[config.mk]
export PLATFORM = sky130hd
export DESIGN_NAME = nibble_result_collector
export DESIGN_NICKNAME = d
export VERILOG_FILES = /design/src/rtl/nibble_result_collector.sv
export SDC_FILE = /design/constraint.sdc
export NUM_CORES = 1
export LEC_CHECK = 0
export ABC_AREA = 1
export ABC_CLOCK_PERIOD_IN_PS = 1400
export CAP_MARGIN = 40
export CELL_PAD_IN_SITES_DETAIL_PLACEMENT = 0
export CELL_PAD_IN_SITES_GLOBAL_PLACEMENT = 1
export CORE_UTILIZATION = 33
export CTS_BUF_LIST = sky130_fd_sc_hd__clkbuf_16
export DETAILED_ROUTE_END_ITERATION = 12
export PLACE_DENSITY_LB_ADDON = 0.1
export SETUP_SLACK_MARGIN = 0.15
export SLEW_MARGIN = 20
export SYNTH_ARGS = -nofsm -noshare
export SYNTH_HDL_FRONTEND = slang
export SYNTH_SLANG_ARGS = --single-unit
export TNS_END_PERCENT = 30
[constraint.sdc]
create_clock -name clk -period 1.4 [get_ports clk]
set_input_delay 0.42 -clock clk [delete_from_list [all_inputs] [get_ports clk]]
set_output_delay 0.42 -clock clk [all_outputs]
set_load 0.005 [all_outputs]
[src/rtl/nibble_result_collector.sv]
// nibble_result_collector
//
// Downstream stage of the nibble-serial FSM datapath. Consumes the result
// stream the FSM drives while in its OUTPUT state (qualified by in_valid),
// reassembles the nibbles least-significant first into one N-bit word, and
// presents that word on a valid/ready handshake. A nibble that arrives while
// a finished word is still waiting to be taken is dropped and raises a sticky
// overrun flag.
//
// Ports:
//   clk        clock, all state updates on posedge
//   rst        asynchronous active-low reset
//   in_valid   nibble qualifier (FSM output_valid)
//   in_nibble  stream data (FSM out), N_width bits
//   clear      synchronous abort/flush, same effect as reset
//   word_ready downstream accepts the held word
//   word_valid assembled word available (decoded from state)
//   word       assembled N-bit word
//   nib_count  nibbles captured in the current word
//   busy       high whenever the collector is not idle
//   overrun    sticky error: nibble arrived while a word was held
//   xsum       (only with NIBBLE_COLLECT_XSUM_EN) XOR of accepted nibbles
//
// Optional feature macro: NIBBLE_COLLECT_XSUM_EN adds the xsum output and
// its accumulator. Without it the port and logic are absent.

module nibble_result_collector #(
  parameter int N       = 64,
  parameter int N_width = 4,
  localparam int NUM_NIB = N / N_width,
  localparam int CW      = $clog2(NUM_NIB)
) (
  input  logic               clk,
  input  logic               rst,
  input  logic               in_valid,
  input  logic [N_width-1:0] in_nibble,
  input  logic               clear,
  input  logic               word_ready,
  output logic               word_valid,
  output logic [N-1:0]       word,
  output logic [CW-1:0]      nib_count,
  output logic               busy,
  output logic               overrun
`ifdef NIBBLE_COLLECT_XSUM_EN
  ,
  output logic [N_width-1:0] xsum
`endif
);

  localparam logic [1:0] IDLE    = 2'd0;
  localparam logic [1:0] COLLECT = 2'd1;
  localparam logic [1:0] HOLD    = 2'd2;

  logic [1:0] state;

  // Handshake outputs depend on state only, so downstream never sees a
  // combinational path from the stream inputs.
  assign word_valid = (state == HOLD);
  assign busy       = (state != IDLE);

  // Main collector. clear behaves exactly like reset but synchronously.
  // A word handed off in HOLD while a new nibble arrives restarts collection
  // at index 0 in the same edge, so back-to-back bursts lose nothing.
  always_ff @(posedge clk or negedge rst) begin
    if (!rst) begin
      state     <= IDLE;
      word      <= '0;
      nib_count <= '0;
      overrun   <= 1'b0;
    end else if (clear) begin
      state     <= IDLE;
      word      <= '0;
      nib_count <= '0;
      overrun   <= 1'b0;
    end else begin
      case (state)
        IDLE: begin
          if (in_valid) begin
            word[N_width-1:0] <= in_nibble;
            nib_count         <= CW'(1);
            state             <= COLLECT;
          end
        end
        COLLECT: begin
          if (in_valid) begin
            for (int i = 0; i < NUM_NIB; i++) begin
              if (nib_count == CW'(i)) begin
                word[i*N_width +: N_width] <= in_nibble;
              end
            end
            if (nib_count == CW'(NUM_NIB - 1)) begin
              nib_count <= '0;
              state     <= HOLD;
            end else begin
              nib_count <= nib_count + CW'(1);
            end
          end
        end
        HOLD: begin
          if (word_ready) begin
            if (in_valid) begin
              word[N_width-1:0] <= in_nibble;
              nib_count         <= CW'(1);
              state             <= COLLECT;
            end else begin
              state <= IDLE;
            end
          end else if (in_valid) begin
            overrun <= 1'b1;
          end
        end
        default: begin
          state <= IDLE;
        end
      endcase
    end
  end

`ifdef NIBBLE_COLLECT_XSUM_EN
  // Running XOR of the nibbles in the current word. Loaded on the index-0
  // write, accumulated on later writes, and left untouched while holding.
  always_ff @(posedge clk or negedge rst) begin
    if (!rst) begin
      xsum <= '0;
    end else if (clear) begin
      xsum <= '0;
    end else begin
      case (state)
        IDLE: begin
          if (in_valid) xsum <= in_nibble;
        end
        COLLECT: begin
          if (in_valid) xsum <= xsum ^ in_nibble;
        end
        HOLD: begin
          if (word_ready && in_valid) xsum <= in_nibble;
        end
        default: begin
          xsum <= '0;
        end
      endcase
    end
  end
`endif

endmodule

==> flow_metrics.tcl <==
set metrics [dict create \
    drt-wirelength-per-cell_um 14.2 \
    slew_violations 0 \
    slew_headroom 0.743 \
    grt_overflow 0 \
    yosysSeqAreaShare 0.587 \
    dieArea_mm2 0.00956 \
    rows 34 \
    setup_slack_ps -90.2 \
    antenna_found_initial 0 \
    postCtsHoldBufs 0 \
    vias 2690 \
    core_mm2 0.00881 \
    clock_latency_ps 330 \
    setup_viol_count_final 44 \
    vdd_drop_max_mv 0.906 \
    avgSynthCellArea_um2 9.54 \
    ys.flop_type "dfrtp_1" \
    fin_crit_ps 1490 \
    syn_inst 317 \
    viasPerCell 4.65 \
    dr.pass1.iters 8 \
    initial_core_util 0.344 \
    fin_util 0.526 \
    drive_gt1_frac 0.476 \
    port_buffers 79 \
    endpoint "word_valid" \
    area_growth_pct 53.2 \
    yosys_warnings 0 \
    cts.clk_slew.worst_paths_ps 60 \
    status "finished with violations" \
    r2r-end "word[31]$_DFFE_PN0P_" \
    synth.distinct_cells 23 \
    drt_iter0_drc 85 \
    drc_errors 12 \
    grt_max_degree 72 \
    drt-total-wl_um 8240 \
    critical_path_class "reg2out" \
    grt_use_total 0.185 \
    powerDensity_mw_per_mm2 1730 \
    ys_seq_elements 71 \
    cts_tree "done" \
    synthesis.area_mm2 0.00303 \
    grt_pass1_vias 2734 \
    fp.dieW_um 97.8 \
    reg2reg_depth 9 \
    startpoint_type "flop" \
    clkSinkCount 71 \
    min-delay-path-class "in2async" \
    clock_skew_ps 5.35 \
    synth-edff-count 0 \
    p_leak_nw 2.40 \
    crit_path_end_kind "primary output" \
    die_height_um 97.8 \
    antenna_cells 0 \
    async_flop_share 1.00 \
    fin_crit_sh 1.06 \
    cts_buffers 9 \
    worstMarginPinSlew_ps 385 \
    drv_cap 0 \
    critPathArrivalTime_ps 1070 \
    ant_nets 0 \
    routabilityCongestion 0.830 \
    dpl_worst_slack_ps -581 \
    grt_pass1_wl_um 13700 \
    h-tree-depth 3 \
    required_ps 980 \
    finalHoldViolCount 0 \
    final_nets 480 \
    hpwl_um 5480 \
    rsz0062_at_grt "yes" \
    rrSetupSlack_ps -40 \
    critPathMaxFanout 2 \
    synth_nets 330 \
    io_pins 80 \
    root_buffer "clkbuf_16" \
    fmaxAchievable_ghz 0.671 \
    violations "DRC, setup timing" \
    cts_buffer_depth 2 \
    cp-startpoint "state[0]$_DFFE_PN0P_" \
    r2r_start "state[1]$_DFFE_PN0P_" \
]
-- how the worst min path moves through the flow --
stage | start | endpoint | slack, ps | depth (start not counted)
after CTS | rst | word[58]$_DFFE_PN0P_ | 130 | 2
after detailed placement | word[1]$_DFFE_PN0P_ | word[1]$_DFFE_PN0P_ | 470 | 2
final | rst | word[59]$_DFFE_PN0P_ | 110 | 2
after global routing | rst | word[58]$_DFFE_PN0P_ | 150 | 2
after global placement | word[56]$_DFFE_PN0P_ | word[56]$_DFFE_PN0P_ | 470 | 2
after floorplan | rst | nib_count[0]$_DFFE_PN0P_ | 120 | 0
-- cells by family after synthesis --
| family | count (synthesis) | synth area share |
|---|---|---|
| adders and majority gates | 4 | 0.0165 |
| AOI/OAI and AO/OA | 86 | 0.158 |
| and+or+nand+nor | 131 | 0.199 |
| DFF | 71 | 0.587 |
| buffers and inverters | 25 | 0.0393 |
-- worst max-delay path: stages (launching register included) --
cell and delay, ps:
dfrtp_1 400, buf_6 130, nor2_4 100, buf_2 110
-- cells in the mapped netlist (2+ instances only) --
cell / number / area [µm²]
o21ai_2: 9 / 78.8
nor2_1: 9 / 33.8
nor2_4: 3 / 33.8
nand4_1: 2 / 12.5
dfrtp_1: 71 / 1780
inv_1: 16 / 60.1
inv_2: 2 / 7.51
ha_1: 4 / 50.1
o211ai_1: 4 / 30.0
clkbuf_1: 4 / 15.0
o21ai_0: 43 / 215
nand2_4: 9 / 101
nand2_1: 98 / 368
nand3_1: 7 / 35.0
o21ai_1: 28 / 140
-- flip-flops by register name (all words and copies together), names as in the netlist --
name / count
nib_count: 4
word: 64
state: 2
overrun: 1
-- repair_timing --
action	CTS	global route
gates cloned	1	1
buffers inserted	30	6
resized for setup	279	65
endpoints found under the setup margin	141	141
pin swaps	6	15
-- layout make-up --
| class | instances | area, µm² |
|---|---|---|
| Timing Repair Buffer | 145 | 1030 |
| Fill cell | 825 | 4170 |
| Clock inverter | 6 | 85.1 |
| Inverter | 18 | 70.1 |
| Tap cell | 108 | 135 |
| Clock buffer | 9 | 225 |
| Sequential cell | 71 | 1780 |
| Multi-Input combinational cell | 222 | 1320 |
-- cell usage in the layout (no fill, tap or decap), types with 4 or more instances in the layout --
master,count
nand2_1,85
dfrtp_1,69
buf_2,64
buf_4,58
o21ai_1,31
o21ai_0,27
o21ai_2,20
nand2_4,13
inv_2,10
nand2_2,10
clkbuf_16,10
inv_1,7
nor2_2,6
clkdlybuf4s50_1,6
buf_6,6
nor2_4,5
o211ai_1,4
-- per-stage QoR --
step | TNS (ps) | hold WS [ps] | total power [mW] | cell area, µm² | cells
after floorplan | 0 | 124 | 3.89 | 3030 | 317
after global placement | -35370 | 469 | 5.41 | 4140 | 526
after detailed placement | -37340 | 469 | 5.44 | 4140 | 526
after CTS | -4630 | 127 | 7.75 | 4400 | 572
after global routing | -6200 | 153 | 8.51 | 4640 | 579
final | -834 | 106 | 8.01 | 4640 | 579
-- report_power, final --
part / switching, mW / leakage, nW / internal, mW
Clock: 0.861 / 0.149 / 1.55
Sequential: 0.291 / 0.927 / 2.57
Combinational: 1.36 / 1.32 / 1.39
Total: 2.51 / 2.40 / 5.50
-- metal layers --
layer,track usage,vias up,wire (µm),part of all wire
met3,0.0336,16,277,0.034
li1,-,1350,-,-
met2,0.280,56,3780,0.46
met4,0.0921,0,208,0.025
met5,0,-,0,0
met1,0.256,1268,3970,0.48
(Power assumes the default switching activity.)
